$ cat src/rtl/exu_wbck_arb_pkg.sv
// Shared constants and helpers for the execution-unit writeback arbiter.
// The channel indices name the fixed source ports.
package exu_wbck_arb_pkg;

  localparam int WBCK_XLEN        = 32;
  localparam int WBCK_RFIDX_WIDTH = 5;
  localparam int WBCK_NCH         = 3;

  localparam int WBCK_CH_ALU = 0;
  localparam int WBCK_CH_LSU = 1;
  localparam int WBCK_CH_MDV = 2;

  typedef enum logic {
    ARB_MODE_FIXED = 1'b0,
    ARB_MODE_RR    = 1'b1
  } wbck_arb_mode_e;

  // The round-robin pointer is always at least one bit wide, even with a single channel.
  function automatic int ptr_width(input int n);
    return (n > 1) ? $clog2(n) : 1;
  endfunction

endpackage

$ cat src/rtl/exu_wbck_arb_if.sv
// Writeback bundle: per-channel source requests plus the regfile write port and pending-entry view.
interface exu_wbck_arb_if
  import exu_wbck_arb_pkg::*;
#(
  parameter int NCH         = WBCK_NCH,
  parameter int XLEN        = WBCK_XLEN,
  parameter int RFIDX_WIDTH = WBCK_RFIDX_WIDTH
) ();

  logic [NCH-1:0]             wbck_i_valid;
  logic [NCH-1:0]             wbck_i_ready;
  logic [NCH*XLEN-1:0]        wbck_i_wdat;
  logic [NCH*RFIDX_WIDTH-1:0] wbck_i_rdidx;

  logic                       rf_wbck_o_ready;
  logic                       rf_wbck_o_ena;
  logic [XLEN-1:0]            rf_wbck_o_wdat;
  logic [RFIDX_WIDTH-1:0]     rf_wbck_o_rdidx;

  logic                       wbck_o_pend_vld;
  logic [RFIDX_WIDTH-1:0]     wbck_o_pend_rdidx;

  // Environment side: execution units and the regfile.
  modport master (
    output wbck_i_valid, wbck_i_wdat, wbck_i_rdidx, rf_wbck_o_ready,
    input  wbck_i_ready, rf_wbck_o_ena, rf_wbck_o_wdat, rf_wbck_o_rdidx,
    input  wbck_o_pend_vld, wbck_o_pend_rdidx
  );

  // Arbiter side.
  modport slave (
    input  wbck_i_valid, wbck_i_wdat, wbck_i_rdidx, rf_wbck_o_ready,
    output wbck_i_ready, rf_wbck_o_ena, rf_wbck_o_wdat, rf_wbck_o_rdidx,
    output wbck_o_pend_vld, wbck_o_pend_rdidx
  );

endinterface

$ cat src/rtl/wbck_rr_arb.sv
// One-hot request arbiter: fixed priority (lowest index) or round-robin from a pointer
// that advances past the channel whose grant was actually taken.
module wbck_rr_arb
  import exu_wbck_arb_pkg::*;
#(
  parameter int NCH    = WBCK_NCH,
  parameter int ARB_RR = 0
) (
  input  logic           clk,
  input  logic           rst,
  input  logic [NCH-1:0] req,
  input  logic           take,
  output logic [NCH-1:0] grant
);

  localparam int PTR_W = ptr_width(NCH);
  localparam wbck_arb_mode_e MODE = (ARB_RR != 0 && NCH > 1) ? ARB_MODE_RR : ARB_MODE_FIXED;

  logic [PTR_W-1:0] rr_ptr_reg;
  logic [PTR_W-1:0] rr_ptr_next;
  logic [PTR_W-1:0] grant_idx;
  logic [PTR_W-1:0] idx;
  logic [PTR_W:0]   sum;
  logic             found;

  // Scan NCH candidates starting at the pointer (or at 0 for fixed priority), wrapping once.
  always_comb begin
    grant     = '0;
    grant_idx = '0;
    found     = 1'b0;
    idx       = '0;
    sum       = '0;
    for (int i = 0; i < NCH; i++) begin
      if (MODE == ARB_MODE_RR) begin
        sum = {1'b0, rr_ptr_reg} + (PTR_W+1)'(i);
      end else begin
        sum = (PTR_W+1)'(i);
      end
      if (sum >= (PTR_W+1)'(NCH)) begin
        sum = sum - (PTR_W+1)'(NCH);
      end
      idx = sum[PTR_W-1:0];
      if (!found && req[idx]) begin
        found      = 1'b1;
        grant[idx] = 1'b1;
        grant_idx  = idx;
      end
    end
  end

  always_comb begin
    rr_ptr_next = '0;
    if (grant_idx != PTR_W'(NCH-1)) begin
      rr_ptr_next = grant_idx + 1'b1;
    end
  end

  always_ff @(posedge clk or posedge rst) begin
    if (rst) begin
      rr_ptr_reg <= '0;
    end else if (MODE == ARB_MODE_RR && take && found) begin
      rr_ptr_reg <= rr_ptr_next;
    end
  end

endmodule

$ cat src/rtl/exu_wbck_arb.sv
// Writeback arbiter: picks one execution-unit result per cycle into a single hold entry
// that drives the regfile write port; x0 entries retire without a write.
module exu_wbck_arb
  import exu_wbck_arb_pkg::*;
#(
  parameter int NCH         = WBCK_NCH,
  parameter int XLEN        = WBCK_XLEN,
  parameter int RFIDX_WIDTH = WBCK_RFIDX_WIDTH,
  parameter int ARB_RR      = 0
) (
  input  logic          clk,
  input  logic          rst,
  exu_wbck_arb_if.slave wb
);

  logic [NCH-1:0]         grant;
  logic                   drain;
  logic                   can_take;
  logic                   any_grant;

  logic                   hold_vld_reg;
  logic [XLEN-1:0]        hold_wdat_reg;
  logic [RFIDX_WIDTH-1:0] hold_rdidx_reg;

  logic [XLEN-1:0]        ch_wdat  [NCH];
  logic [RFIDX_WIDTH-1:0] ch_rdidx [NCH];
  logic [XLEN-1:0]        sel_wdat;
  logic [RFIDX_WIDTH-1:0] sel_rdidx;

  generate
    for (genvar gi = 0; gi < NCH; gi++) begin : g_unpack
      assign ch_wdat[gi]  = wb.wbck_i_wdat[gi*XLEN +: XLEN];
      assign ch_rdidx[gi] = wb.wbck_i_rdidx[gi*RFIDX_WIDTH +: RFIDX_WIDTH];
    end
  endgenerate

  // Grant is one-hot or zero, so an AND-OR mux is sufficient.
  always_comb begin
    sel_wdat  = '0;
    sel_rdidx = '0;
    for (int i = 0; i < NCH; i++) begin
      if (grant[i]) begin
        sel_wdat  = sel_wdat  | ch_wdat[i];
        sel_rdidx = sel_rdidx | ch_rdidx[i];
      end
    end
  end

  assign drain     = hold_vld_reg & (wb.rf_wbck_o_ready | (hold_rdidx_reg == '0));
  assign can_take  = ~hold_vld_reg | drain;
  assign any_grant = |grant;

  wbck_rr_arb #(
    .NCH    (NCH),
    .ARB_RR (ARB_RR)
  ) u_arb (
    .clk   (clk),
    .rst   (rst),
    .req   (wb.wbck_i_valid),
    .take  (can_take),
    .grant (grant)
  );

  assign wb.wbck_i_ready = grant & {NCH{can_take}};

  // Retire and refill may happen in the same cycle; an empty grant just clears the entry.
  always_ff @(posedge clk or posedge rst) begin
    if (rst) begin
      hold_vld_reg   <= 1'b0;
      hold_wdat_reg  <= '0;
      hold_rdidx_reg <= '0;
    end else if (can_take) begin
      hold_vld_reg <= any_grant;
      if (any_grant) begin
        hold_wdat_reg  <= sel_wdat;
        hold_rdidx_reg <= sel_rdidx;
      end
    end
  end

  assign wb.rf_wbck_o_ena     = hold_vld_reg & wb.rf_wbck_o_ready & (hold_rdidx_reg != '0);
  assign wb.rf_wbck_o_wdat    = hold_wdat_reg;
  assign wb.rf_wbck_o_rdidx   = hold_rdidx_reg;
  assign wb.wbck_o_pend_vld   = hold_vld_reg;
  assign wb.wbck_o_pend_rdidx = hold_rdidx_reg;

endmodule

$ cat src/flat_wrapper.sv
// flat-port wrapper written by rule: the top's interface ports become plain ports
module exu_wbck_arb_flat import exu_wbck_arb_pkg::*;
#(
  parameter int NCH         = WBCK_NCH,
  parameter int XLEN        = WBCK_XLEN,
  parameter int RFIDX_WIDTH = WBCK_RFIDX_WIDTH,
  parameter int ARB_RR      = 0
)
  (clk, rst, wb_wbck_i_valid, wb_wbck_i_wdat, wb_wbck_i_rdidx, wb_rf_wbck_o_ready, wb_wbck_i_ready, wb_rf_wbck_o_ena, wb_rf_wbck_o_wdat, wb_rf_wbck_o_rdidx, wb_wbck_o_pend_vld, wb_wbck_o_pend_rdidx);
  exu_wbck_arb_if #(.NCH(NCH), .XLEN(XLEN), .RFIDX_WIDTH(RFIDX_WIDTH)) wb_i ();
  input  logic clk;
  input  logic rst;
  input wire logic [$bits(wb_i.wbck_i_valid)-1:0] wb_wbck_i_valid;
  input wire logic [$bits(wb_i.wbck_i_wdat)-1:0] wb_wbck_i_wdat;
  input wire logic [$bits(wb_i.wbck_i_rdidx)-1:0] wb_wbck_i_rdidx;
  input wire logic [$bits(wb_i.rf_wbck_o_ready)-1:0] wb_rf_wbck_o_ready;
  output wire logic [$bits(wb_i.wbck_i_ready)-1:0] wb_wbck_i_ready;
  output wire logic [$bits(wb_i.rf_wbck_o_ena)-1:0] wb_rf_wbck_o_ena;
  output wire logic [$bits(wb_i.rf_wbck_o_wdat)-1:0] wb_rf_wbck_o_wdat;
  output wire logic [$bits(wb_i.rf_wbck_o_rdidx)-1:0] wb_rf_wbck_o_rdidx;
  output wire logic [$bits(wb_i.wbck_o_pend_vld)-1:0] wb_wbck_o_pend_vld;
  output wire logic [$bits(wb_i.wbck_o_pend_rdidx)-1:0] wb_wbck_o_pend_rdidx;
  assign wb_i.wbck_i_valid = wb_wbck_i_valid;
  assign wb_i.wbck_i_wdat = wb_wbck_i_wdat;
  assign wb_i.wbck_i_rdidx = wb_wbck_i_rdidx;
  assign wb_i.rf_wbck_o_ready = wb_rf_wbck_o_ready;
  assign wb_wbck_i_ready = wb_i.wbck_i_ready;
  assign wb_rf_wbck_o_ena = wb_i.rf_wbck_o_ena;
  assign wb_rf_wbck_o_wdat = wb_i.rf_wbck_o_wdat;
  assign wb_rf_wbck_o_rdidx = wb_i.rf_wbck_o_rdidx;
  assign wb_wbck_o_pend_vld = wb_i.wbck_o_pend_vld;
  assign wb_wbck_o_pend_rdidx = wb_i.wbck_o_pend_rdidx;
  exu_wbck_arb #(.NCH(NCH), .XLEN(XLEN), .RFIDX_WIDTH(RFIDX_WIDTH), .ARB_RR(ARB_RR)) u_core (.clk(clk), .rst(rst), .wb(wb_i));
endmodule
$ cat config.mk
export PLATFORM = sky130hd
export DESIGN_NAME = exu_wbck_arb_flat
export DESIGN_NICKNAME = d
export VERILOG_FILES = /design/src/rtl/exu_wbck_arb_pkg.sv /design/src/rtl/exu_wbck_arb_if.sv /design/src/rtl/wbck_rr_arb.sv /design/src/rtl/exu_wbck_arb.sv /design/src/flat_wrapper.sv
export SDC_FILE = /design/constraint.sdc
export NUM_CORES = 1
export LEC_CHECK = 0
export ABC_CLOCK_PERIOD_IN_PS = 2500
export CELL_PAD_IN_SITES_DETAIL_PLACEMENT = 0
export CELL_PAD_IN_SITES_GLOBAL_PLACEMENT = 1
export CORE_MARGIN = 2
export CORE_UTILIZATION = 25
export CTS_CLUSTER_DIAMETER = 40
export CTS_CLUSTER_SIZE = 12
export DETAILED_ROUTE_END_ITERATION = 16
export GPL_TIMING_DRIVEN = 0
export PLACE_DENSITY = 0.81
export SLEW_MARGIN = 20
export SYNTH_ARGS = -nofsm -noshare
export SYNTH_HDL_FRONTEND = slang
export SYNTH_HIERARCHICAL = 1
export SYNTH_SLANG_ARGS = --single-unit
$ cat constraint.sdc
create_clock -name clk -period 2.5 [get_ports clk]
set_input_delay 0.375 -clock clk [delete_from_list [all_inputs] [get_ports clk]]
set_output_delay 0.375 -clock clk [all_outputs]
set_load 0.02 [all_outputs]
==> results of run 1 <==
-- cells in the final DEF, fill, tap and decap left out, types with 3 or more instances in the layout --
master,count
inv_1,38
a222oi_1,37
clkbuf_1,7
clkbuf_8,7
dfrtp_1,38
buf_4,6
clkdlybuf4s50_1,160
nor2b_1,3
mux2i_1,37
buf_12,4
-- sequential cells by signal, summed over array words and instances (netlist names) --
register / flops
u_core/wb.wbck_o_pend_vld: 1
u_core/wb.rf_wbck_o_wdat: 32
u_core/wb.rf_wbck_o_rdidx: 5
-- routing by layer --
| metal | GRT usage | up-vias | share of wire |
|---|---|---|---|
| li1 | - | 1038 | - |
| met1 | 0.1663 | 1026 | 0.42 |
| met2 | 0.2762 | 96 | 0.50 |
| met3 | 0.03915 | 4 | 0.079 |
| met4 | 0.02500 | 0 | 0.0050 |
| met5 | 0 | - | 0 |
-- worst reg2reg max path: stages, from the launching register on --
cell	delay, ns
dfrtp_1	0.43
or3_4	0.42
a311oi_2	0.29
buf_6	0.23
buf_12	0.17
mux2i_1	0.19
-- timing repair --
item,4_1_cts,5_1_grt
resized for setup,12,2
endpoints found under the setup margin,3,1
hold buffers,0,0
pin swaps,0,0
-- cell type report --
class	count	area, um^2
clock buffer	7	86.33
buffer	20	172.7
tap	105	131.4
clock inverter	1	5.005
multi-input combinational	87	849.6
inverter	39	146.4
fill	769	4189
sequential	38	950.9
timing repair buffer	164	1644
-- how the worst max path moves through the flow --
stage	end	cells past startpoint	slack (ns)
3_3_place_gp	wb_wbck_i_ready[2]	6	-0.78
5_1_grt	wb_wbck_i_ready[2]	5	0.02
2_1_floorplan	wb_wbck_i_ready[2]	4	0.57
6_report	wb_wbck_i_ready[2]	5	0.15
4_1_cts	wb_wbck_i_ready[1]	6	0.06
3_5_place_dp	wb_wbck_i_ready[2]	6	-0.77
-- stage by stage --
step	utilization	total power, mW	setup WS [ns]	instance area, um^2
floorplan	-	2.158	0.5657	2106
global placement	0.4732	3.161	-0.7793	3869
detailed placement	0.4757	3.184	-0.7719	3889
CTS	0.4881	3.640	0.06091	3990
global route	0.4876	3.797	0.02024	3986
finish	0.4876	3.583	0.1469	3986
-- power by group --
| group | total [mW] | switching, mW | internal (mW) |
|---|---|---|---|
| Combinational | 2.06 | 0.947 | 1.11 |
| Sequential | 1.09 | 0.182 | 0.906 |
| Clock | 0.438 | 0.215 | 0.223 |
==> flow_summary.json, run 1 <==
{
  "syn_area_per_cell_um2": 11.32,
  "fin_crit_sh": 0.9412,
  "via_per_inst": 4.694,
  "ant_nets": 0,
  "grt_pass1_wl_mm": 10.24,
  "setup.worst_path.end_class": "output pin",
  "core-area_um2": 8175,
  "antennaDiodeCount": 0,
  "worstRegToRegCells": 5,
  "io_buffers": 163,
  "rows": 33,
  "hold_violations": 0,
  "clock_skew_ns": 0.006891,
  "drc_errors": 0,
  "whs_ns": 0.3679,
  "fp.dieArea_um2": 9173,
  "grt_max_degree": 25,
  "placedCellCount": 455,
  "required_ns": 2.12,
  "cts_setup_buffers": 0,
  "antenna_found_initial": 0,
  "slowest_stage": "clkdlybuf4s50_1",
  "ys_warn_count": 6,
  "worst-path-buf-inv": 3,
  "min_period_ns": 2.353,
  "synth_area_um2": 2106,
  "cts-buffers-inserted": 5,
  "fin_cells": 461,
  "cts_buffer_depth": 2,
  "cp-start-kind": "input port",
  "grt_pass1_vias": 2149,
  "finalSetupTns_ns": 0,
  "p_per_area_nw_per_um2": 898.8,
  "syn_nets": 303,
  "drt_pass1_iterations": 6,
  "htreeDepth": 2,
  "slew_violations": 0,
  "regToRegSetupSlack_ns": 0.69,
  "outcome": "completed",
  "area_growth_pct": 89.30,
  "gr-total-overflow": 0,
  "max_freq_ghz": 0.4250,
  "path_class": "in2out",
  "dpl.hpwl_mm": 5.345,
  "cap_violations": 0,
  "wire_per_inst_um": 15.25,
  "cts.sinks": 38,
  "hp-class": "in2async",
  "critPathMaxFanout": 19,
  "die_x_um": 95.78,
  "clk_pin_slew_ns": 0.08,
  "nets": 472,
  "critical_path.startpoint": "wb_wbck_i_valid[0]",
  "crit_path_cell_trace": "clkdlybuf4s50_1 -> nor3b_2 -> clkbuf_8 -> nor2b_1 -> dlygate4sd2_1",
  "critPathTopFamily": "buffers and inverters",
  "max_stage_delay_ns": 0.48,
  "synthCells": 186,
  "wl_mm": 7.029,
  "worst_pin_slew_ns": 0.5183,
  "rsz0062_at_grt": "false",
  "reg2reg_to": "u_core/wb.rf_wbck_o_wdat[6]$_DFFE_PP0P_",
  "cts_tree": "built",
  "max_slew_margin": 0.6544,
  "clk_latency_ns": 0.28,
  "p_leak_nw": 1.699,
  "setup_viol": 0,
  "cts-root-buf": "clkbuf_8",
  "r2r_start": "u_core/wb.rf_wbck_o_rdidx[0]$_DFFE_PP0P_",
  "die_h_um": 95.78,
  "ios": 164,
  "drive_above_1_share": 0.08146,
  "critical_path_arrival_ns": 1.98,
  "peakVddDrop_v": 0.0005156,
  "drt_iter0_drc": 137,
  "grt_use_total": 0.1464,
  "gp_congestion": 0.6771,
  "start_util": 0.2576,
  "via_count": 2164
}
Note: power is estimated with default switching activity, not from simulation.
==> run 2, diff against run 1 <==
--- a/config.mk
+++ b/config.mk
@@ -8,12 +8,11 @@
 export ABC_CLOCK_PERIOD_IN_PS = 2500
 export CELL_PAD_IN_SITES_DETAIL_PLACEMENT = 0
 export CELL_PAD_IN_SITES_GLOBAL_PLACEMENT = 1
-export CORE_MARGIN = 2
+export CORE_MARGIN = 8
 export CORE_UTILIZATION = 25
 export CTS_CLUSTER_DIAMETER = 40
 export CTS_CLUSTER_SIZE = 12
 export DETAILED_ROUTE_END_ITERATION = 16
-export GPL_TIMING_DRIVEN = 0
 export PLACE_DENSITY = 0.81
 export SLEW_MARGIN = 20
 export SYNTH_ARGS = -nofsm -noshare
==> run 2 against run 1 <==
- critical path depth decreased by 1
- power decreased by 3.3%
- sequential share of layout area increased by 0.61 points
- die area increased by 27%
- sequential cell count unchanged
- largest cell class unchanged
- highest routed layer unchanged
==> flow_summary.json, run 2 (synthesized netlist as in run 1, its figures left out) <==
{
  "layout_common_cells": "clkdlybuf4s50_1 (159), inv_1 (38), dfrtp_1 (38), a222oi_1 (37), mux2i_1 (37)",
  "cts.sinks": 38,
  "regToRegSetupSlack_ns": 0.64,
  "seq_power_share": 0.314,
  "drive_above_1_share": 0.06105,
  "slowest_stage": "clkdlybuf4s50_1",
  "critPathTopFamily": "buffers and inverters",
  "start_util": 0.2576,
  "r2r_start": "u_core/wb.rf_wbck_o_rdidx[0]$_DFFE_PP0P_",
  "critPathMaxFanout": 4,
  "wl_mm": 7.920,
  "n_fill_cell": 781,
  "min_period_ns": 2.331,
  "cts-buffers-inserted": 5,
  "antennaDiodeCount": 0,
  "fp.dieArea_um2": 11620,
  "fin_util": 0.4755,
  "fin_cells": 449,
  "worst_pin_slew_ns": 0.3684,
  "cts_buffer_depth": 2,
  "outcome": "completed",
  "peakVddDrop_v": 0.0004253,
  "p_sw_frac": 0.3867,
  "multi_input_comb_area_um2": 872.1,
  "grt_max_degree": 29,
  "crit_path_cell_trace": "or3_4 -> o31ai_2 -> nor2_1 -> clkdlybuf4s50_1",
  "post-place-ws_ns": 0.1944,
  "via_count": 2121,
  "path_class": "reg2out",
  "drt_iter0_drc": 190,
  "p_per_area_nw_per_um2": 891.4,
  "whs_ns": 0.4268,
  "p_sw_mw": 1.340,
  "grt_pass1_wl_mm": 12.55,
  "setup.worst_path.end_class": "output pin",
  "drc_errors": 0,
  "dpl_cell_area_um2": 3815,
  "worst-path-buf-inv": 1,
  "placedCellCount": 442,
  "clkPwrFrac": 0.113,
  "clock_skew_ns": 0.003313,
  "finalPower_mw": 3.465,
  "antenna_found_initial": 0,
  "reg2reg_to": "u_core/wb.rf_wbck_o_rdidx[4]$_DFFE_PP0P_",
  "power.internal_mw": 2.125,
  "ios": 164,
  "cts-root-buf": "clkbuf_8",
  "cts_tree": "built",
  "io_buffers": 163,
  "worstRegToRegCells": 4,
  "required_ns": 2.12,
  "core-area_um2": 8175,
  "p_leak_nw": 1.652,
  "wire_per_inst_um": 17.64,
  "critical_path_arrival_ns": 1.96,
  "dpl.hpwl_mm": 6.328,
  "slew_violations": 0,
  "nets": 461,
  "drt_pass1_iterations": 5,
  "ant_nets": 0,
  "fin_crit_sh": 0.9324,
  "gr-total-overflow": 0,
  "cp-start-kind": "flip-flop",
  "mostFrequentLayoutCell": "clkdlybuf4s50_1",
  "via_per_inst": 4.724,
  "clk_latency_ns": 0.28,
  "hold_violations": 0,
  "finalSetupTns_ns": 0,
  "hp-class": "in2async",
  "rows": 33,
  "setup_viol": 0,
  "final_area_um2": 3887,
  "max_slew_margin": 0.7544,
  "die_x_um": 107.8,
  "largest_reg_flops": 32,
  "combPwrFrac": 0.573,
  "setup_ws_ns": 0.1691,
  "max_stage_delay_ns": 0.56,
  "grt_use_total": 0.1356,
  "htreeDepth": 2,
  "area_growth_pct": 84.61,
  "clk_pin_slew_ns": 0.07,
  "regArea_um2": 950.9,
  "max_freq_ghz": 0.4290,
  "rsz0062_at_grt": "false",
  "grt_pass1_vias": 2391,
  "cap_violations": 0,
  "die_h_um": 107.8,
  "gp_congestion": 0.7244
}
[run 2: cell count changes in the layout (fill, tap and decap cells not counted), sizes merged]
cell,delta
inv,-1
clkdlybuf4s50,-1
clkbuf,-11
dlygate4sd2,+1
[run 2: worst min-delay path: stages]
cell and delay, ns:
clkdlybuf4s50_1 0.40, clkinv_1 0.06, buf_4 0.25
[run 2: metal layers]
layer	global-route usage	vias to the layer above	share of wire
met5	0	-	0
met4	0.03469	0	0.0093
met3	0.06168	6	0.11
met2	0.2338	99	0.50
met1	0.1470	1002	0.39
li1	-	1014	-
[run 2: power by group through the flow]
| stage | Combinational (mW) | Sequential (mW) | Clock [mW] |
|---|---|---|---|
| 6_report | 1.99 | 1.09 | 0.390 |
| 5_1_grt | 2.13 | 1.14 | 0.435 |
| 4_1_cts | 2.03 | 1.10 | 0.422 |
| 3_5_place_dp | 2.02 | 1.10 | 0 |
| 3_3_place_gp | 2.01 | 1.09 | 0 |
| 2_1_floorplan | 0.706 | 1.45 | 0 |
[run 2: cell type report]
class,count,share of cell area
Clock buffer,7,0.01963
Inverter,39,0.03766
Multi-Input combinational cell,87,0.2243
Sequential cell,38,0.2446
Tap cell,105,0.03379
Timing Repair Buffer,173,0.4400
[run 2: worst max path at each step]
| stage | startpoint | end | cells past startpoint |
|---|---|---|---|
| global route | u_core/wb.rf_wbck_o_rdidx[0]$_DFFE_PP0P_ | wb_rf_wbck_o_ena | 4 |
| floorplan | wb_wbck_i_valid[1] | wb_wbck_i_ready[2] | 4 |
| global placement | wb_wbck_i_valid[1] | wb_wbck_i_ready[2] | 4 |
| finish | u_core/wb.rf_wbck_o_rdidx[0]$_DFFE_PP0P_ | wb_rf_wbck_o_ena | 4 |
| detailed placement | wb_wbck_i_valid[1] | wb_wbck_i_ready[2] | 4 |
| CTS | u_core/wb.rf_wbck_o_rdidx[0]$_DFFE_PP0P_ | wb_rf_wbck_o_ena | 4 |
[run 2: repair_timing]
action	4_1_cts	5_1_grt
resized for setup	3	0
hold buffers	0	0
setup endpoints to repair	3	0
buffers inserted	0	0
